==> config.mk <==
export PLATFORM = sky130hd
export DESIGN_NAME = digit_format_seq
export DESIGN_NICKNAME = d
export VERILOG_FILES = /design/src/rtl/digit_format_seq.sv
export SDC_FILE = /design/constraint.sdc
export NUM_CORES = 1
export LEC_CHECK = 0
export CELL_PAD_IN_SITES_DETAIL_PLACEMENT = 0
export CELL_PAD_IN_SITES_GLOBAL_PLACEMENT = 1
export CORE_ASPECT_RATIO = 1.4
export CORE_MARGIN = 2
export CORE_UTILIZATION = 41
export DETAILED_ROUTE_END_ITERATION = 8
export PLACE_DENSITY_LB_ADDON = 0.1
export SYNTH_ARGS = -nofsm -noshare
export SYNTH_HDL_FRONTEND = slang
export SYNTH_SLANG_ARGS = --single-unit
==> constraint.sdc <==
create_clock -name clk -period 2.8 [get_ports clk]
set_input_delay 0.84 -clock clk [delete_from_list [all_inputs] [get_ports clk]]
set_output_delay 0.84 -clock clk [all_outputs]
set_load 0.02 [all_outputs]
==> src/rtl/digit_format_seq.sv <==
// digit_format_seq: scans display digits for leading-zero blanking and commits data/DP/Blank atomically; DIGIT_FORMAT_BLINK_EN adds overflow blinking
module digit_format_seq #(
  parameter int N_DIGITS = 6,
  parameter int N_ACTIVE = 4,
  parameter int N_MODES = 4,
  parameter int MODE_W = 2,
  parameter logic [4*N_MODES-1:0] DP_IDX = 16'h32FF,
  parameter logic [N_MODES-1:0] LZB_EN = 4'b1110,
  parameter int BLINK_HALF = 25_000_000
) (
  input  logic                  clk,
  input  logic                  reset_n,
  input  logic                  in_valid,
  output logic                  in_ready,
  input  logic [4*N_ACTIVE-1:0] data,
  input  logic [MODE_W-1:0]     mode,
  input  logic                  overflow,
  output logic                  out_valid,
  output logic [4*N_ACTIVE-1:0] digits_out,
  output logic [N_DIGITS-1:0]   DP,
  output logic [N_DIGITS-1:0]   Blank
);
  localparam int CW = $clog2(N_ACTIVE);
  typedef enum logic [1:0] {IDLE, SCAN, COMMIT} state_t;
  state_t state;
  logic [4*N_ACTIVE-1:0] data_r;
  logic [MODE_W-1:0] mode_r;
  logic ovf_r, leading;
  logic [CW-1:0] cnt;
  logic [N_ACTIVE-1:0] mask;
  logic [N_DIGITS-1:0] blank_r, dp_n;
  logic [31:0] mi;
  logic [3:0] dp_field, floor_idx, nib;
  logic mode_ok, lzb, blank_now;
  always_comb begin
    mi = 32'(mode_r);
    mode_ok = mi < N_MODES;
    dp_field = mode_ok ? 4'(DP_IDX >> (4 * mi)) : 4'hF;
    lzb = mode_ok & |(LZB_EN & (N_MODES'(1) << mi));
    floor_idx = (dp_field == 4'hF) ? 4'd0 : dp_field;
    nib = 4'(data_r >> (4 * cnt));
    blank_now = leading & lzb & (nib == 4'd0) & (32'(cnt) > 32'(floor_idx));
    dp_n = (dp_field == 4'hF) ? '0 : N_DIGITS'(1) << dp_field;
  end
  always_ff @(posedge clk or negedge reset_n) begin
    if (!reset_n) begin
      state <= IDLE;
      in_ready <= 1'b1;
      out_valid <= 1'b0;
      data_r <= '0;
      mode_r <= '0;
      ovf_r <= 1'b0;
      leading <= 1'b0;
      cnt <= '0;
      mask <= '0;
      digits_out <= '0;
      DP <= '0;
      blank_r <= '1;
    end else begin
      out_valid <= 1'b0;
      case (state)
        IDLE: if (in_valid) begin
          data_r <= data;
          mode_r <= mode;
          ovf_r <= overflow;
          cnt <= CW'(N_ACTIVE - 1);
          leading <= 1'b1;
          mask <= '0;
          in_ready <= 1'b0;
          state <= SCAN;
        end
        SCAN: begin
          if (blank_now) mask <= mask | (N_ACTIVE'(1) << cnt);
          else leading <= 1'b0;
          cnt <= cnt - 1'b1;
          if (cnt == CW'(1)) state <= COMMIT;
        end
        default: begin
          digits_out <= data_r;
          DP <= dp_n;
          blank_r[N_ACTIVE-1:0] <= mask;
          out_valid <= 1'b1;
          in_ready <= 1'b1;
          state <= IDLE;
        end
      endcase
    end
  end
`ifdef DIGIT_FORMAT_BLINK_EN
  localparam int BW = $clog2(BLINK_HALF + 1);
  logic [BW-1:0] bcnt;
  logic dark, ovf_c;
  // phase restarts visible on every commit so a fresh frame is always seen first
  always_ff @(posedge clk or negedge reset_n) begin
    if (!reset_n) begin
      bcnt <= '0;
      dark <= 1'b0;
      ovf_c <= 1'b0;
    end else if (state == COMMIT) begin
      bcnt <= '0;
      dark <= 1'b0;
      ovf_c <= ovf_r;
    end else if (bcnt == BW'(BLINK_HALF - 1)) begin
      bcnt <= '0;
      dark <= ~dark;
    end else begin
      bcnt <= bcnt + 1'b1;
    end
  end
  assign Blank = (ovf_c & dark) ? '1 : blank_r;
`else
  logic unused_ovf;
  assign unused_ovf = ovf_r;
  assign Blank = blank_r;
`endif
endmodule

==> flow_metrics.tcl, run 1 <==
set metrics [dict create \
    grt_pass1_vias 1564 \
    fin_skew_ns 0.005483 \
    async_flop_share_pct 100.0 \
    ctsHoldBuffers 0 \
    drt.antenna.violating_nets 0 \
    synth_cells 188 \
    tightest_slew_ns 0.6340 \
    clkPwrFrac_pct 19.4 \
    drt_iter0_markers 51 \
    critPathTopFamily "buffers and inverters" \
    area_growth_pct 29.42 \
    finalCritPeriodShare_pct 81.22 \
    critical_path_class "flop to primary output" \
    wl_met3_um 177 \
    tritoncts "yes" \
    yosysMostFrequentCell "nand2_1" \
    switchingPower_mw 1.080 \
    crit_fanout 2 \
    place.port_buffers 44 \
    rr_worst_depth 4 \
    hold_path_class "flop to flop" \
    synth_seq_cells 51 \
    cts_max_path_buffers 2 \
    avgSynthCellArea_um2 11.45 \
    drv_cap 0 \
    via_per_inst 4.768 \
    h-tree-depth 2 \
    yosys-top-cells-count "nand2_1 (53), dfrtp_1 (46), mux2_1 (20)" \
    cp-start-kind "flop" \
    r2r-end "mask[3]" \
    design_area_um2 2785 \
    fin_setup_tns_ns 0 \
    grt_usage_pct 15.87 \
    synth_top_flop_cell "dfrtp_1" \
    die_y_um 89.73 \
    post_cts_resize_count 0 \
    crit_required_ns 1.96 \
    finalMaxSlewViolations 0 \
    critical_path_buf_inv_count 1 \
    core_area_um2 5120 \
    antenna_found_initial 0 \
    max_freq_mhz 439.7 \
    io_pins 52 \
    status "completed" \
    p_sw_share_pct 35.11 \
    cp.arrival_ns 1.43 \
    max_stage_delay_ns 0.59 \
    maxSlewHeadroom_pct 57.73 \
    highest_layer "met4" \
    grt.overflow.total 0 \
    worstPathCellList "clkdlybuf4s50_1" \
    dr.pass1.iters 4 \
    layout-drive-gt1-share_pct 11.02 \
    gp_congestion 0.7958 \
    grt_pass1_wl_um 7286 \
    post_cts_buffers 0 \
    setup_viol 0 \
    grt_max_degree 52 \
    synth_edf_count 0 \
    drc 0 \
    endpoint "Blank[3]" \
    place_area_um2 2649 \
    wl_met2_um 2186 \
    cp.depth 1 \
    pwr-share-seq_pct 42.1 \
    root_buffer "clkbuf_8" \
    clock-sinks 51 \
    rsz0062_at_grt "false" \
    initial_utilization_pct 42.03 \
    die_area_um2 5853 \
    place_hpwl_um 2982 \
    cts.clk_slew.worst_paths_ns 0.09 \
    die_x_um 65.23 \
    nNetsFinal 263 \
    power_density_nw_per_um2 1104 \
    crit_slowest_cell "clkdlybuf4s50_1" \
    yosys_warnings 2 \
    wl_per_cell_um 13.76 \
    worst-r2r-setup-slack_ns 0.91 \
    numCtsBuffers 5 \
    synthesis.area_um2 2152 \
    min_period_ns 2.274 \
    internal_power_mw 1.996 \
    reg2reg_from "cnt[1]" \
    endpoint_kind "primary output" \
    crit_start "Blank[3]" \
    n_antenna_cell 0 \
    hold_viol 0 \
    yosysTopAreaCell "dfrtp_1" \
    ys_seq_area_share_pct 59.59 \
    synth_cell_types 32 \
    synth_top_area_share_pct 53.49 \
    p_leak_nw 1.339 \
    clkLatencyLatePin_ns 0.30 \
    vias 1440 \
    wirelength_um 4156 \
    peakVddDrop_mv 0.5329 \
    rows 31 \
    comb_power_share_pct 38.5 \
    wl_met1_um 1743 \
    synthTopCellsByArea "dfrtp_1 (53%), mux2_1 (10%), nand2_1 (9.2%), dfstp_2 (6.1%), ha_1 (3.5%)" \
]
==> how the worst min path moves through the flow <==
stage	from	depth (start not counted)	end
finish	digits_out[13]	1	digits_out[13]
global placement	digits_out[11]	1	digits_out[11]
global route	digits_out[13]	1	digits_out[13]
CTS	digits_out[13]	1	digits_out[13]
detailed placement	digits_out[13]	1	digits_out[13]
floorplan	state[1]	1	out_valid
==> layer usage <==
metal	track usage, %	up-vias
met4	5.208	0
met1	19.57	703
met3	2.879	4
met5	0	-
li1	-	697
met2	27.55	36
==> worst reg2reg max path, stage by stage, from the launching register on <==
cell     delay [ns]
dfrtp_1        0.50
or4_1          0.55
or3_4          0.35
a31oi_4        0.23
a32o_2         0.20
==> through the flow <==
| step | setup WS (ns) | power, mW | utilization (%) | std cells | hold slack, ns |
|---|---|---|---|---|---|
| after global routing | 0.4817 | 3.312 | 54.40 | 302 | 0.5155 |
| after CTS | 0.5116 | 3.126 | 54.40 | 302 | 0.4953 |
| final | 0.5260 | 3.076 | 54.40 | 302 | 0.4892 |
| after detailed placement | 0.5034 | 2.520 | 51.74 | 294 | 0.4738 |
| after global placement | 0.5131 | 2.484 | 51.74 | 294 | 0.4656 |
| after floorplan | 1.074 | 1.997 | - | 193 | 0.4239 |
==> cell type report <==
class	count	area [um2]
Sequential cell	51	1282
Clock inverter	3	67.56
Multi-Input combinational cell	122	788.3
Fill cell	482	2335
Inverter	6	22.52
Tap cell	66	82.58
Clock buffer	5	68.82
Timing Repair Buffer	49	473.0
==> cells by family (layout without fill, tap and decap cells) <==
kind of cell | count (synthesis) | count (layout) | synth area share, %
compound gates | 13 | 13 | 5.407
other cells | 1 | 6 | 0.1743
simple gates | 75 | 75 | 15.23
flops | 51 | 51 | 59.59
buf+inv | 20 | 63 | 4.651
mux | 22 | 22 | 11.45
fa+ha+maj | 6 | 6 | 3.488
==> placed cells by master, fill, tap and decap left out, drive strengths merged <==
master / synthesis / layout
conb: 1 / 6
or4b: 1 / 1
clkbuf: 4 / 5
nor4: 1 / 1
a31oi: 1 / 1
mux2: 21 / 21
clkinvlp: 0 / 1
o211ai: 1 / 1
or3: 2 / 2
bufinv: 0 / 2
buf: 10 / 6
a22oi: 1 / 1
dfrtp: 46 / 46
dfstp: 5 / 5
nand3b: 1 / 1
inv: 6 / 6
o21ai: 2 / 2
a2bb2oi: 1 / 1
or4: 1 / 1
nor4b: 1 / 1
nand2: 53 / 53
a21oi: 2 / 2
and2: 2 / 2
nor2: 11 / 11
a22o: 1 / 1
clkdlybuf4s50: 0 / 43
nor2b: 2 / 2
mux2i: 1 / 1
a211o: 1 / 1
a32o: 3 / 3
ha: 6 / 6
==> sequential cells by signal, indices dropped and copies added, names as in the netlist, 2 cells and up <==
| name | flops |
|---|---|
| mask | 4 |
| DP | 2 |
| mode_r | 2 |
| state | 2 |
| digits_out | 16 |
| Blank | 4 |
| cnt | 2 |
| data_r | 16 |
==> power groups by stage <==
| stage | sequential, mW | clock (mW) | combinational, mW |
|---|---|---|---|
| final | 1.29 | 0.598 | 1.18 |
| after global routing | 1.35 | 0.644 | 1.32 |
| after CTS | 1.30 | 0.613 | 1.21 |
| after detailed placement | 1.32 | 0 | 1.20 |
| after global placement | 1.30 | 0 | 1.18 |
| after floorplan | 1.42 | 0 | 0.582 |
Power figures use the tool's default switching activity.
==> run 2: changes to the inputs <==
--- a/config.mk
+++ b/config.mk
@@ -9,7 +9,7 @@
 export CELL_PAD_IN_SITES_GLOBAL_PLACEMENT = 1
 export CORE_ASPECT_RATIO = 1.4
 export CORE_MARGIN = 2
-export CORE_UTILIZATION = 41
+export CORE_UTILIZATION = 38
 export DETAILED_ROUTE_END_ITERATION = 8
 export PLACE_DENSITY_LB_ADDON = 0.1
 export SYNTH_ARGS = -nofsm -noshare
==> constraint.sdc (replaced) <==
create_clock -name clk -period 2.25 [get_ports clk]
set_input_delay 0.675 -clock clk [delete_from_list [all_inputs] [get_ports clk]]
set_output_delay 0.675 -clock clk [all_outputs]
set_load 0.02 [all_outputs]
==> flow_metrics.tcl, run 2 (same netlist as run 1, synthesis figures left out) <==
set metrics [dict create \
    grt_pass1_wl_um 7458 \
    layout-drive-gt1-share_pct 12.13 \
    root_buffer "clkbuf_8" \
    critPathTopFamily "buffers and inverters" \
    vias 1437 \
    fin_setup_tns_ns 0 \
    hold_path_class "input pin to asynchronous set/reset pin" \
    tritoncts "yes" \
    grt.overflow.total 0 \
    io_pins 52 \
    setup_ws_ns 0.1327 \
    finalCritPeriodShare_pct 94.10 \
    cts_max_path_buffers 2 \
    die_area_um2 6290 \
    critical_path_class "flop to primary output" \
    layout_common_cells "nand2_1 (53), dfrtp_1 (46), clkdlybuf4s50_1 (43), mux2_1 (20), nor2_1 (11)" \
    ctsHoldBuffers 0 \
    wl_per_cell_um 14.27 \
    dr.pass1.iters 2 \
    drt.antenna.violating_nets 0 \
    power_density_nw_per_um2 1353 \
    nNetsFinal 266 \
    setup_viol 0 \
    hold_viol 0 \
    wirelength_um 4381 \
    initial_utilization_pct 39.23 \
    core_area_um2 5485 \
    critical_path_buf_inv_count 1 \
    clkLatencyLatePin_ns 0.31 \
    grt_pass1_vias 1561 \
    place.port_buffers 44 \
    p_leak_nw 1.351 \
    peakVddDrop_mv 0.4991 \
    cp.arrival_ns 1.44 \
    cp-start-kind "flop" \
    post_cts_resize_count 0 \
    clock-sinks 51 \
    pre_cts_slack_ns 0.1915 \
    via_per_inst 4.681 \
    post_cts_buffers 0 \
    grt_usage_pct 15.91 \
    crit_slowest_cell "clkdlybuf4s50_1" \
    gp_congestion 0.7888 \
    crit_required_ns 1.57 \
    die_x_um 67.60 \
    die_y_um 93.05 \
    max_freq_mhz 472.3 \
    cts.clk_slew.worst_paths_ns 0.10 \
    final_common_cell "nand2_1" \
    drc 0 \
    fin_skew_ns 0.01133 \
    rows 32 \
    worstPathCellList "clkdlybuf4s50_1" \
    n_antenna_cell 0 \
    drv_cap 0 \
    numCtsBuffers 5 \
    crit_fanout 2 \
    endpoint_kind "primary output" \
    max_stage_delay_ns 0.60 \
    status "completed" \
    antenna_found_initial 0 \
    place_hpwl_um 3313 \
    rsz0062_at_grt "false" \
    drt_iter0_markers 24 \
    h-tree-depth 2 \
    grt_max_degree 23 \
    min_period_ns 2.117 \
    area_growth_pct 29.71 \
    top_regs "data_r: 16 flops, digits_out: 16 flops" \
    finalMaxSlewViolations 0 \
]
## run 2: path summary, 6_finish.rpt
kind | slack [ns] | from | end | cells after the start
max in group asynchronous | 1.28 | reset_n | in_ready | 2
worst max register to register | 0.42 | cnt[1] | mask[2] | 4
worst max-delay path | 0.13 | Blank[3] | Blank[3] | 1
min in group clk | 0.50 | digits_out[2] | digits_out[2] | 1
worst min register to register | 0.50 | digits_out[2] | digits_out[2] | 1
worst min-delay path | 0.31 | reset_n | mask[3] | 1
## run 2: area by class of cell
| type | instances | area, um2 |
|---|---|---|
| fillers | 518 | 2694 |
| flip-flops and latches | 51 | 1282 |
| multi-input cells | 122 | 788.3 |
| repair buffers | 52 | 495.5 |
| well taps | 68 | 85.08 |
| clock buffers | 6 | 82.58 |
| clock inverters | 2 | 35.03 |
| inverters | 6 | 22.52 |
## run 2: through the flow
step | std cells | utilization, % | area (um2) | total power [mW] | hold slack, ns
5_1_grt | 307 | 50.89 | 2791 | 4.075 | 0.3421
3_3_place_gp | 299 | 48.75 | 2674 | 3.126 | 0.4653
3_5_place_dp | 299 | 48.75 | 2674 | 3.177 | 0.4751
2_1_floorplan | 193 | - | 2171 | 2.486 | 0.3794
4_1_cts | 307 | 50.89 | 2791 | 3.836 | 0.3263
6_report | 307 | 50.89 | 2791 | 3.776 | 0.3096
## run 2: report_power, final
group	switching, mW	internal [mW]	leakage, nW	total (mW)
clock network	0.293	0.360	0.0612	0.653
registers	0.252	1.32	0.632	1.57
logic	0.809	0.740	0.657	1.55
total	1.35	2.42	1.35	3.78
## run 2: layer usage
metal	wire, um	vias to the layer above	GRT usage, %
met3	202	6	3.971
li1	-	705	-
met1	1794	696	18.92
met2	2320	30	27.45
met5	0	-	0
met4	63	0	5.102
==> run 3: changes to the inputs <==
--- a/config.mk
+++ b/config.mk
@@ -5,11 +5,12 @@
 export SDC_FILE = /design/constraint.sdc
 export NUM_CORES = 1
 export LEC_CHECK = 0
+export ABC_AREA = 1
 export CELL_PAD_IN_SITES_DETAIL_PLACEMENT = 0
 export CELL_PAD_IN_SITES_GLOBAL_PLACEMENT = 1
 export CORE_ASPECT_RATIO = 1.4
 export CORE_MARGIN = 2
-export CORE_UTILIZATION = 38
+export CORE_UTILIZATION = 36
 export DETAILED_ROUTE_END_ITERATION = 8
 export PLACE_DENSITY_LB_ADDON = 0.1
 export SYNTH_ARGS = -nofsm -noshare
==> flow_metrics.tcl, run 3 <==
set metrics [dict create \
    utilization_pct 47.84 \
    synthesis.area_um2 2188 \
    avgSynthCellArea_um2 8.932 \
    rsz0062_at_grt "false" \
    io_pins 52 \
    die_x_um 69.90 \
    grt_pass1_wl_um 7941 \
    critical_path_buf_inv_count 1 \
    fill_cells 597 \
    tritoncts "yes" \
    muxShareOfSynthArea_pct 0 \
    yosys_warnings 2 \
    crit_fanout 2 \
    gp_congestion 0.7562 \
    drt_iter0_markers 34 \
    finalMaxSlewViolations 0 \
    fin_skew_ns 0.003533 \
    hold_ws_ns 0.2696 \
    yosys-top-cells-count "nand2_1 (107), dfrtp_1 (46), nor2_1 (12)" \
    numCtsBuffers 5 \
    wirelength_um 4609 \
    die_area_um2 6727 \
    pwr-share-seq_pct 42.4 \
    crit_required_ns 1.57 \
    p_leak_nw 1.405 \
    nNetsFinal 320 \
    crit_slowest_cell "clkdlybuf4s50_1" \
    drc 0 \
    synth_top_area_share_pct 52.60 \
    grt.overflow.total 0 \
    grt_usage_pct 15.27 \
    vias 1650 \
    yosysMostFrequentCell "nand2_1" \
    synthSimpleGateAreaFrac_pct 25.56 \
    final_common_cell "nand2_1" \
    antenna_found_initial 0 \
    place_hpwl_um 3312 \
    max_freq_mhz 475.1 \
    synth_top_flop_cell "dfrtp_1" \
    fin_setup_tns_ns 0 \
    grt_max_degree 29 \
    ys_seq_area_share_pct 58.60 \
    max_stage_delay_ns 0.59 \
    drt.antenna.violating_nets 0 \
    clock-sinks 51 \
    grt_pass1_vias 1674 \
    critical_path_class "flop to primary output" \
    critPathTopFamily "buffers and inverters" \
    switchingPower_mw 1.484 \
    synth_top_family_by_area "simple AND/OR/NAND/NOR gates" \
    dr.pass1.iters 4 \
    status "completed" \
    endpoint_kind "primary output" \
    synth_cells 245 \
    regArea_um2 1282 \
    top_regs "data_r: 16 flops, digits_out: 16 flops" \
    post_cts_buffers 0 \
    initial_utilization_pct 37.32 \
    post_cts_resize_count 0 \
    hold_viol 0 \
    multi_input_area_um2 777.0 \
    area_growth_pct 28.19 \
    rows 33 \
    synth_edf_count 0 \
    die_y_um 96.25 \
    drv_cap 0 \
    async_flop_share_pct 100.0 \
    worstPathCellList "clkdlybuf4s50_1" \
    finalCritPeriodShare_pct 93.54 \
    peakVddDrop_mv 0.6012 \
    met3_usage_pct 2.932 \
    place.port_buffers 44 \
    wl_per_cell_um 12.70 \
    min_period_ns 2.105 \
    root_buffer "clkbuf_8" \
    synth_fa_ha_area_share_pct 3.431 \
    internal_power_mw 2.291 \
    n_antenna_cell 0 \
    power_density_nw_per_um2 1346 \
    synthTopCellsByArea "dfrtp_1 (53%), nand2_1 (18%), dfstp_2 (6.0%), ha_1 (3.4%), buf_4 (3.1%)" \
    top_usage_layer "met2" \
    setup_ws_ns 0.1453 \
    synth_seq_cells 51 \
    yosysTopAreaCell "dfrtp_1" \
    via_per_inst 4.545 \
    comb_power_share_pct 42.4 \
    pre_cts_slack_ns 0.4334 \
    clkLatencyLatePin_ns 0.30 \
    ctsHoldBuffers 0 \
    synth_xor_area_share_pct 0 \
    hold_path_class "input pin to asynchronous set/reset pin" \
    cts_max_path_buffers 2 \
    dp.cells 355 \
    clkPwrFrac_pct 15.3 \
    fin_cells 363 \
    setup_viol 0 \
    h-tree-depth 2 \
    cp-start-kind "flop" \
    cts.clk_slew.worst_paths_ns 0.09 \
    layout_common_cells "nand2_1 (107), dfrtp_1 (46), clkdlybuf4s50_1 (43), nor2_1 (12)" \
    synth_cell_types 24 \
    core_area_um2 5863 \
    grt_use_met2_pct 27.38 \
    layout-drive-gt1-share_pct 10.92 \
    p_sw_share_pct 39.31 \
    cp.arrival_ns 1.43 \
    synth_compound_area_share_pct 5.489 \
    met1_usage_pct 18.78 \
]
==> run 3: cell types whose count changed in the layout (fill, tap and decap cells not counted), sizes merged, moves of 3 or more <==
cell and change:
a32o -3, inv +8, mux2 -21, nand2 +57
nand3 +9, nor2 +4, o211ai +3, o21ai +12
==> run 3: logic make-up (layout without fill, tap and decap cells) <==
kind of cell	after synthesis	in the layout
compound gates	21	21
fa+ha+maj	6	6
buf+inv	29	72
flops	51	51
other cells	1	6
simple gates	137	137
==> run 3: worst paths after layout <==
path / start / end / slack (ns) / cells after the start
max: in_ready / in_ready / 0.15 / 1
min: reset_n / digits_out[13] / 0.27 / 1
max reg2reg: cnt[0] / mask[3] / 0.51 / 8
min reg2reg: Blank[1] / Blank[1] / 0.47 / 2
max in group asynchronous: reset_n / Blank[1] / 1.39 / 2
min in group clk: Blank[1] / Blank[1] / 0.47 / 2
==> run 3: power groups by stage <==
| stage | combinational, mW | clock [mW] | sequential [mW] |
|---|---|---|---|
| final | 1.60 | 0.576 | 1.60 |
| after global routing | 1.82 | 0.631 | 1.66 |
| after CTS | 1.63 | 0.598 | 1.61 |
| after detailed placement | 1.63 | 0 | 1.63 |
| after global placement | 1.61 | 0 | 1.62 |
| after floorplan | 0.825 | 0 | 1.77 |
==> run 3: layout make-up <==
cell class	count	share of cell area, %
Clock buffer	8	3.568
Inverter	14	1.873
Multi-Input combinational cell	170	27.70
Sequential cell	51	45.72
Tap cell	70	3.122
Timing Repair Buffer	50	18.02
==> run 3: routing by layer <==
layer	share of wire, %	vias up
met5	0	-
met4	1.0	0
met3	3.2	4
met1	46	768
li1	-	847
met2	50	31
==> run 3: through the flow <==
stage,total power [mW],area [um2]
after floorplan,2.598,2207
after global placement,3.226,2705
after detailed placement,3.259,2705
after CTS,3.842,2805
after global routing,4.111,2805
final,3.774,2805
